## src/rtl/spi_slave_regfile.sv

```systemverilog
// SPI slave with an 8x8 register file.
// Each frame is 16 bits, MSB first: a command byte {rw, a6..a0} followed by a data byte.
// Registers 0..6 are read/write. Register 7 is a read-only count of completed writes.
// Everything runs in the SCK domain. Reset is synchronous and active-low.
module spi_slave_regfile (
  input  logic       SCK,
  input  logic       reset,
  input  logic       SSB,
  input  logic       MOSI,
  output logic       MISO,
  output logic       wr_valid,
  output logic [2:0] wr_addr,
  output logic [7:0] wr_data,
  output logic       frame_err,
  output logic [7:0] ctrl
);

  typedef enum logic [2:0] {
    WAIT_HI,
    IDLE,
    CMD,
    DATA,
    DONE
  } state_e;

  state_e      state_q, state_d;
  logic [2:0]  bit_cnt_q, bit_cnt_d;
  logic [7:0]  cmd_q, cmd_d;
  logic [6:0]  data_q, data_d;
  logic [6:0]  rd_sr_q, rd_sr_d;
  logic [7:0]  regs_q [0:6];
  logic [7:0]  regs_d [0:6];
  logic [7:0]  wcnt_q, wcnt_d;
  logic        miso_q, miso_d;
  logic        wr_valid_q, wr_valid_d;
  logic [2:0]  wr_addr_q, wr_addr_d;
  logic [7:0]  wr_data_q, wr_data_d;
  logic        frame_err_q, frame_err_d;

  logic [7:0]  cmd_full;
  logic [7:0]  wr_byte;
  logic [7:0]  rd_val;
  logic        last_bit;

  // Command and data bytes as they look on the edge that captures their final bit.
  assign cmd_full = {cmd_q[6:0], MOSI};
  assign wr_byte  = {data_q, MOSI};
  assign last_bit = (bit_cnt_q == 3'd7);

  // Read mux for the address in the command being completed. Address 7 returns the write counter.
  always_comb begin
    rd_val = wcnt_q;
    for (int i = 0; i < 7; i++) begin
      if (cmd_full[2:0] == i[2:0]) begin
        rd_val = regs_q[i];
      end
    end
  end

  // FSM state register.
  always_ff @(posedge SCK) begin
    if (!reset) begin
      state_q <= WAIT_HI;
    end else begin
      state_q <= state_d;
    end
  end

  // Next-state logic. SSB high during CMD or DATA aborts the frame back to IDLE.
  always_comb begin
    state_d = state_q;
    case (state_q)
      WAIT_HI: if (SSB) state_d = IDLE;
      IDLE:    if (!SSB) state_d = CMD;
      CMD: begin
        if (SSB)           state_d = IDLE;
        else if (last_bit) state_d = DATA;
      end
      DATA: begin
        if (SSB)           state_d = IDLE;
        else if (last_bit) state_d = DONE;
      end
      DONE:    if (SSB) state_d = IDLE;
      default: state_d = WAIT_HI;
    endcase
  end

  // Output and datapath logic: shifting, read serialisation, register writes, and status pulses.
  always_comb begin
    bit_cnt_d   = bit_cnt_q;
    cmd_d       = cmd_q;
    data_d      = data_q;
    rd_sr_d     = rd_sr_q;
    regs_d      = regs_q;
    wcnt_d      = wcnt_q;
    miso_d      = 1'b0;
    wr_valid_d  = 1'b0;
    wr_addr_d   = wr_addr_q;
    wr_data_d   = wr_data_q;
    frame_err_d = 1'b0;

    case (state_q)
      IDLE: begin
        bit_cnt_d = 3'd0;
        if (!SSB) begin
          cmd_d     = {7'd0, MOSI};
          bit_cnt_d = 3'd1;
        end
      end

      CMD: begin
        if (SSB) begin
          frame_err_d = 1'b1;
          bit_cnt_d   = 3'd0;
        end else begin
          cmd_d     = cmd_full;
          bit_cnt_d = bit_cnt_q + 3'd1;
          if (last_bit && cmd_full[7]) begin
            rd_sr_d = rd_val[6:0];
            miso_d  = rd_val[7];
          end
        end
      end

      DATA: begin
        if (SSB) begin
          frame_err_d = 1'b1;
          bit_cnt_d   = 3'd0;
        end else begin
          data_d    = wr_byte[6:0];
          bit_cnt_d = bit_cnt_q + 3'd1;
          if (cmd_q[7]) begin
            if (!last_bit) begin
              miso_d  = rd_sr_q[6];
              rd_sr_d = {rd_sr_q[5:0], 1'b0};
            end
          end else if (last_bit) begin
            if (cmd_q[2:0] == 3'd7) begin
              frame_err_d = 1'b1;
            end else begin
              for (int i = 0; i < 7; i++) begin
                if (cmd_q[2:0] == i[2:0]) begin
                  regs_d[i] = wr_byte;
                end
              end
              wcnt_d     = wcnt_q + 8'd1;
              wr_valid_d = 1'b1;
              wr_addr_d  = cmd_q[2:0];
              wr_data_d  = wr_byte;
            end
          end
        end
      end

      default: begin
        bit_cnt_d = 3'd0;
      end
    endcase
  end

  // Datapath registers. Reset clears them all and discards any frame in progress.
  always_ff @(posedge SCK) begin
    if (!reset) begin
      bit_cnt_q   <= 3'd0;
      cmd_q       <= 8'd0;
      data_q      <= 7'd0;
      rd_sr_q     <= 7'd0;
      wcnt_q      <= 8'd0;
      miso_q      <= 1'b0;
      wr_valid_q  <= 1'b0;
      wr_addr_q   <= 3'd0;
      wr_data_q   <= 8'd0;
      frame_err_q <= 1'b0;
      for (int i = 0; i < 7; i++) begin
        regs_q[i] <= 8'd0;
      end
    end else begin
      bit_cnt_q   <= bit_cnt_d;
      cmd_q       <= cmd_d;
      data_q      <= data_d;
      rd_sr_q     <= rd_sr_d;
      wcnt_q      <= wcnt_d;
      miso_q      <= miso_d;
      wr_valid_q  <= wr_valid_d;
      wr_addr_q   <= wr_addr_d;
      wr_data_q   <= wr_data_d;
      frame_err_q <= frame_err_d;
      for (int i = 0; i < 7; i++) begin
        regs_q[i] <= regs_d[i];
      end
    end
  end

  assign MISO      = miso_q;
  assign wr_valid  = wr_valid_q;
  assign wr_addr   = wr_addr_q;
  assign wr_data   = wr_data_q;
  assign frame_err = frame_err_q;
  assign ctrl      = regs_q[0];

endmodule

```

## config.mk

```make
export PLATFORM = sky130hd
export DESIGN_NAME = spi_slave_regfile
export DESIGN_NICKNAME = d
export VERILOG_FILES = /design/src/rtl/spi_slave_regfile.sv
export SDC_FILE = /design/constraint.sdc
export NUM_CORES = 1
export LEC_CHECK = 0
export ABC_CLOCK_PERIOD_IN_PS = 6340
export BUFFER_PORTS_ARGS = -buffer_cell sky130_fd_sc_hd__buf_2
export CORE_AREA = 4 4 118 120
export DETAILED_ROUTE_END_ITERATION = 10
export DIE_AREA = 0 0 122 124
export PLACE_DENSITY = 0.51
export RECOVER_POWER = 25
export SLEW_MARGIN = 30
export SYNTH_ARGS = -nofsm -noshare
export SYNTH_HDL_FRONTEND = slang
export SYNTH_SLANG_ARGS = --single-unit
```

## constraint.sdc

```tcl
create_clock -name SCK -period 6.34 [get_ports SCK]
set_input_delay 1.268 -clock SCK [delete_from_list [all_inputs] [get_ports SCK]]
set_output_delay 1.268 -clock SCK [all_outputs]
set_load 0.03 [all_outputs]
```

======== Word level (Yosys, flattened, before mapping) ========
Cells that the tools add are included.
operators by class
  muxes and demuxes ....................... 39
  reductions and logical operators ........ 21
  equal/unequal tests ..................... 27
  add/subtract/negate cells ............... 2
  bitwise operators ....................... 6
operators by type and width
  operator                                                         count
  8-bit 2-to-1 mux                                                 9
  6-bit AND reduction                                              8
  7-bit 2-to-1 mux                                                 5
  3-bit == test, second input constant                             9
  3-bit 2-to-1 mux                                                 7
  3-bit by 2-bit == test with 1-bit output, second input constant  6
  8-bit one-hot mux with 2 select lines                            1
  7-bit one-hot mux with 2 select lines                            1
  1-bit 2-to-1 mux                                                 12
  2-bit inequality test, second input constant                     6
  3-bit one-hot mux with 4 select lines                            1
  3-bit by 1-bit == test with 1-bit output, second input constant  3
  3-bit zero test                                                  3
  8-bit by 1-bit adder with 8-bit output, second input constant    1
  3-bit inequality test, second input constant                     2
  1-bit NOT                                                        6
  3-bit one-hot mux with 2 select lines                            1
  5-bit AND reduction                                              1
  5-bit OR reduction                                               1
  1-bit one-hot mux with 2 select lines                            2
  4-bit AND reduction                                              1
  2-bit nonzero test                                               2
  2-bit OR reduction                                               2
  3-bit by 1-bit adder with 3-bit output, second input constant    1
  other kinds (4)                                                  4
storage, ports and cells
  register bits after elaboration ......... 106
  output and inout bits ................... 22
  bits of input ports ..................... 4
  word-level logic and storage cells ...... 113

======== Longest topological paths before layout ========
  depth after elaboration ................. 11
  depth in mapped cells ................... 9
  depth with buffers taken out ............ 7

======== Worst setup path after synthesis ========
Ideal clock, no wire load.
  path kind ............................... input to register
  from .................................... input SSB
  to ...................................... register regs_q[17] in the netlist's numbering
  required time ........................... 6.224 ns
  path slack .............................. 3.435 ns
  data arrival time ....................... 2.789 ns
  buffers on the path ..................... 3
  cell stages on the path ................. 8
  library setup time ...................... 0.116 ns
  path through ............................ buf_2 or3b_2 nor3_2 buf_4 and3_1 buf_4 mux2i_1 nor2b_1
between the ends
  longest elaborated chain between the ends .. 2
RTL lines
  element                        RTL line  text
  start, declared                8         input logic SSB,
  1-bit NOT (no line)            -
  6-bit AND reduction (no line)  -
  end signal, assigned by index  189       regs_q[i] <= regs_d[i];
  end, declared                  31        logic [7:0] regs_q [0:6];
Every way passes these cells.
A chain may end at the register's enable or synchronous reset.

======== Worst setup path in the final report ========
  from .................................... input SSB
  to ...................................... register regs_q, in the netlist ctrl[0]
The elaborated chain is that of the path after synthesis.

==> impl_results.md <==
- Number of global-route vias before repair: 3599
- Worst slack at placement: between 2 and 3 ns
- MaxCap Viol Count: 0
- Leakage: roughly 1.8 nW
- Sequential share of the synthesized area: 42.2%
- Number of diodes: 0
- # rows: 42
- I/O pins: 26
- Die Ht: ~120 um
- Post-layout min period: between 3 and 4 ns
- Die W: 122 um
- Peak supply drop: 0.000198 V
- Seq cells post-synth: 106
- Slew Limit Headroom: 16.0%
- 1st-iter DRT viols: around 290
- Synth warnings: 0
- CTS tree: yes
- Crit path kind: input pin to flip-flop
- Non-filler cells, final: 706
- Unrepaired setup endpoints after global routing: no
- Final hold violations: 0
- Fin Clk Skew: 0.00822 ns
- DR pass1 iterations: 4
- Fmax: 286 MHz
- Hold Crit Class: flip-flop to flip-flop
- First-pass GRT wire length: 20700 um
- Final Cycle Share: 55.2%
- Layout cells sized above 1: 8.11%
- Initial core utilization: 38.8%
- Layout Nets: 533
- Startpoint types: input pin
- Netlist cell types: 58
- Dpl hpwl: 8480 um
- Overall Global Routing Usage: about 18%
- Crit path cell chain: clkbuf_1 > nand4bb_1 > or3_1 > nor3_4 > mux2i_1 > nor2b_1
- Initial antenna violation count: 0
- Synth top area cells: dfxtp_1 42%, mux2i_1 13%, nor2b_1 9.7%
- DRC viols: 0
- CP Capture Type: flip-flop
- CTS Buf Count: 9
- Clock Path Buffers: 2
- Final worst slack: between 2 and 3 ns
- Final WL: around 13000 um
- Clock Sinks: 106
- Status: complete, no violations
- Final Max Slew Viols: 0
- Synth area leader: dfxtp_1
- CP required: 6.58 ns
- Final setup fails: 0
- Clock root cell: clkbuf_16
- Total grt overflow: 0
- Final ANT Viol Nets: 0
- Largest net degree at the start of global routing: between 100 and 150
- Worst hold margin: 0.441 ns
- Ys flop type: dfxtp_1
- Post-DP Area: a little over 5000 um2
- Hold buffers post-CTS: 0
- Buffers on Ports: 25
- Later-pin clock latency in the skew report: approximately 0.35 ns
- CTS resizes: 0
- Total Neg Setup Slack: 0 ns
- Slowest cell delay on critical path: 0.71 ns
- Placed Cells: 691
- Core Box Area: 13000 um2
- Area Overhead vs Synth: 9.37%
- Avg Vias per Cell: 5.30
- Actual slew at the worst max-slew pin: 1.24 ns
- Critical Path AT: 3.74 ns
- Mapped Area: 5030 um2
- Pwr/cell area: 249 nW/um2
- Via count: 3743
- WL/cell: 18.5 um
- Area of all placed cells without fillers: 5500 um2
- Pwr Total: about 1.4 mW
- # H-tree levels: 3
- Clk slew on worst S/H paths: 0.07 ns
- Post-synth EDFFs: 0
- Mean area per synthesized cell: 9.41 um2
- Maximum fanout along the worst path: 11
- Fill cells: 1307
- Asr flop ratio synth: 0%
- Setup bufs post-CTS: 0
- Area share of the largest cell type after synthesis: 42.2%
- GP Congestion: 0.862
- Layout Utilization: 42.4%
- Die Area: 15100 um2
- Post-synthesis net count: around 540
- Crit-path slowest cell: or3_1
- Post-Synthesis Cells: 535
[where the power goes]
| part | switching [mW] | total, mW | leakage [nW] | internal, mW |
|---|---|---|---|---|
| Sequential | 0.00345 | 0.670 | 0.854 | 0.667 |
| Combinational | 0.0359 | 0.0570 | 0.742 | 0.0211 |
| Clock | 0.247 | 0.641 | 0.165 | 0.394 |
[state kept, by name, summed over array words and instances, names as in the netlist, 3 cells and up]
signal	flops
wcnt_q	8
wr_addr	3
data_q	7
wr_data	8
ctrl	8
state_q	3
rd_sr_q	7
cmd_q	8
bit_cnt_q	3
regs_q	48
[critical path, delay by kind of cell]
kind / cells / cell delay [ns]
buf+inv: 1 / 0.21
mux: 1 / 0.26
simple gates: 4 / 2.00
[layout by cell type (no fill, tap or decap), types with 3 or more instances in the layout]
master     Yosys  final
nand3_1       11     11
nand4_1        4      4
inv_1          4      4
a31oi_1        6      6
a22oi_1       12     12
mux2_2         3      3
a2bb2oi_1      4      4
dfxtp_1      106    106
o221a_2        3      3
nor2b_1       78     78
a21boi_0      10     10
clkbuf_16      0      9
o221ai_1       4      4
o211ai_1       4      4
nand3b_1       3      3
nor3b_1        4      4
o22ai_1        6      6
mux2i_1       67     67
o21ai_0       19     19
xor2_1         4      4
bufinv_16      0      3
buf_4         10      5
buf_2          8      9
nand2b_1       4      4
ha_1           3      3
nor2_1        19     19
nor3_1         6      6
nor3_4         3      5
xnor2_1        4      4
and3_1         5      5
a21oi_1        9      9
nand2_1       35     35
and2_1         9      9
clkbuf_1      23     16
[synthesized netlist by cell type (all sizes together) (5+ instances only)]
master,number
dfxtp,106
nor2b,78
mux2i,67
nand2,35
buf,28
clkbuf,23
nor2,20
o21ai,19
a22oi,12
nand3,11
nor3,11
a21boi,10
a21oi,9
and2,9
a31oi,6
o22ai,6
and3,5
[routing by layer]
metal | up-vias | share of wire (%) | track usage, %
li1 | 1862 | - | -
met1 | 1781 | 51 | 25.9
met2 | 83 | 43 | 26.9
met3 | 17 | 4.0 | 4.18
met4 | 0 | 1.7 | 6.30
met5 | - | 0 | 0
[final timing paths]
path	slack [ns]	from	depth (start not counted)	to
worst max-delay path	2.84	SSB	6	ctrl[0]
worst max register to register	3.36	bit_cnt_q[0]	8	regs_q[16]
worst min-delay path	0.44	bit_cnt_q[0]	1	bit_cnt_q[0]
worst min register to register	0.44	bit_cnt_q[0]	1	bit_cnt_q[0]
[cell families after synthesis]
group	Yosys count	share of synthesized area [%]
AND/OR/NAND/NOR	193	22.4
flip-flops	106	42.2
AO/OA/AOI/OAI	98	13.8
multiplexers	70	14.0
buffers and inverters	57	5.49
XOR/XNOR	8	1.39
adder cells (fa/ha/maj)	3	0.746
[layout make-up]
class                   count  area, um2  area share, %
clock buffers              10        239           4.34
clock inverters             5        103           1.86
inverters                   6       22.5          0.409
multi-input cells         372       2640           48.0
flip-flops and latches    106       2120           38.6
well taps                 176        220           4.00
repair buffers             31        158           2.86
(Power assumes the default switching activity.)
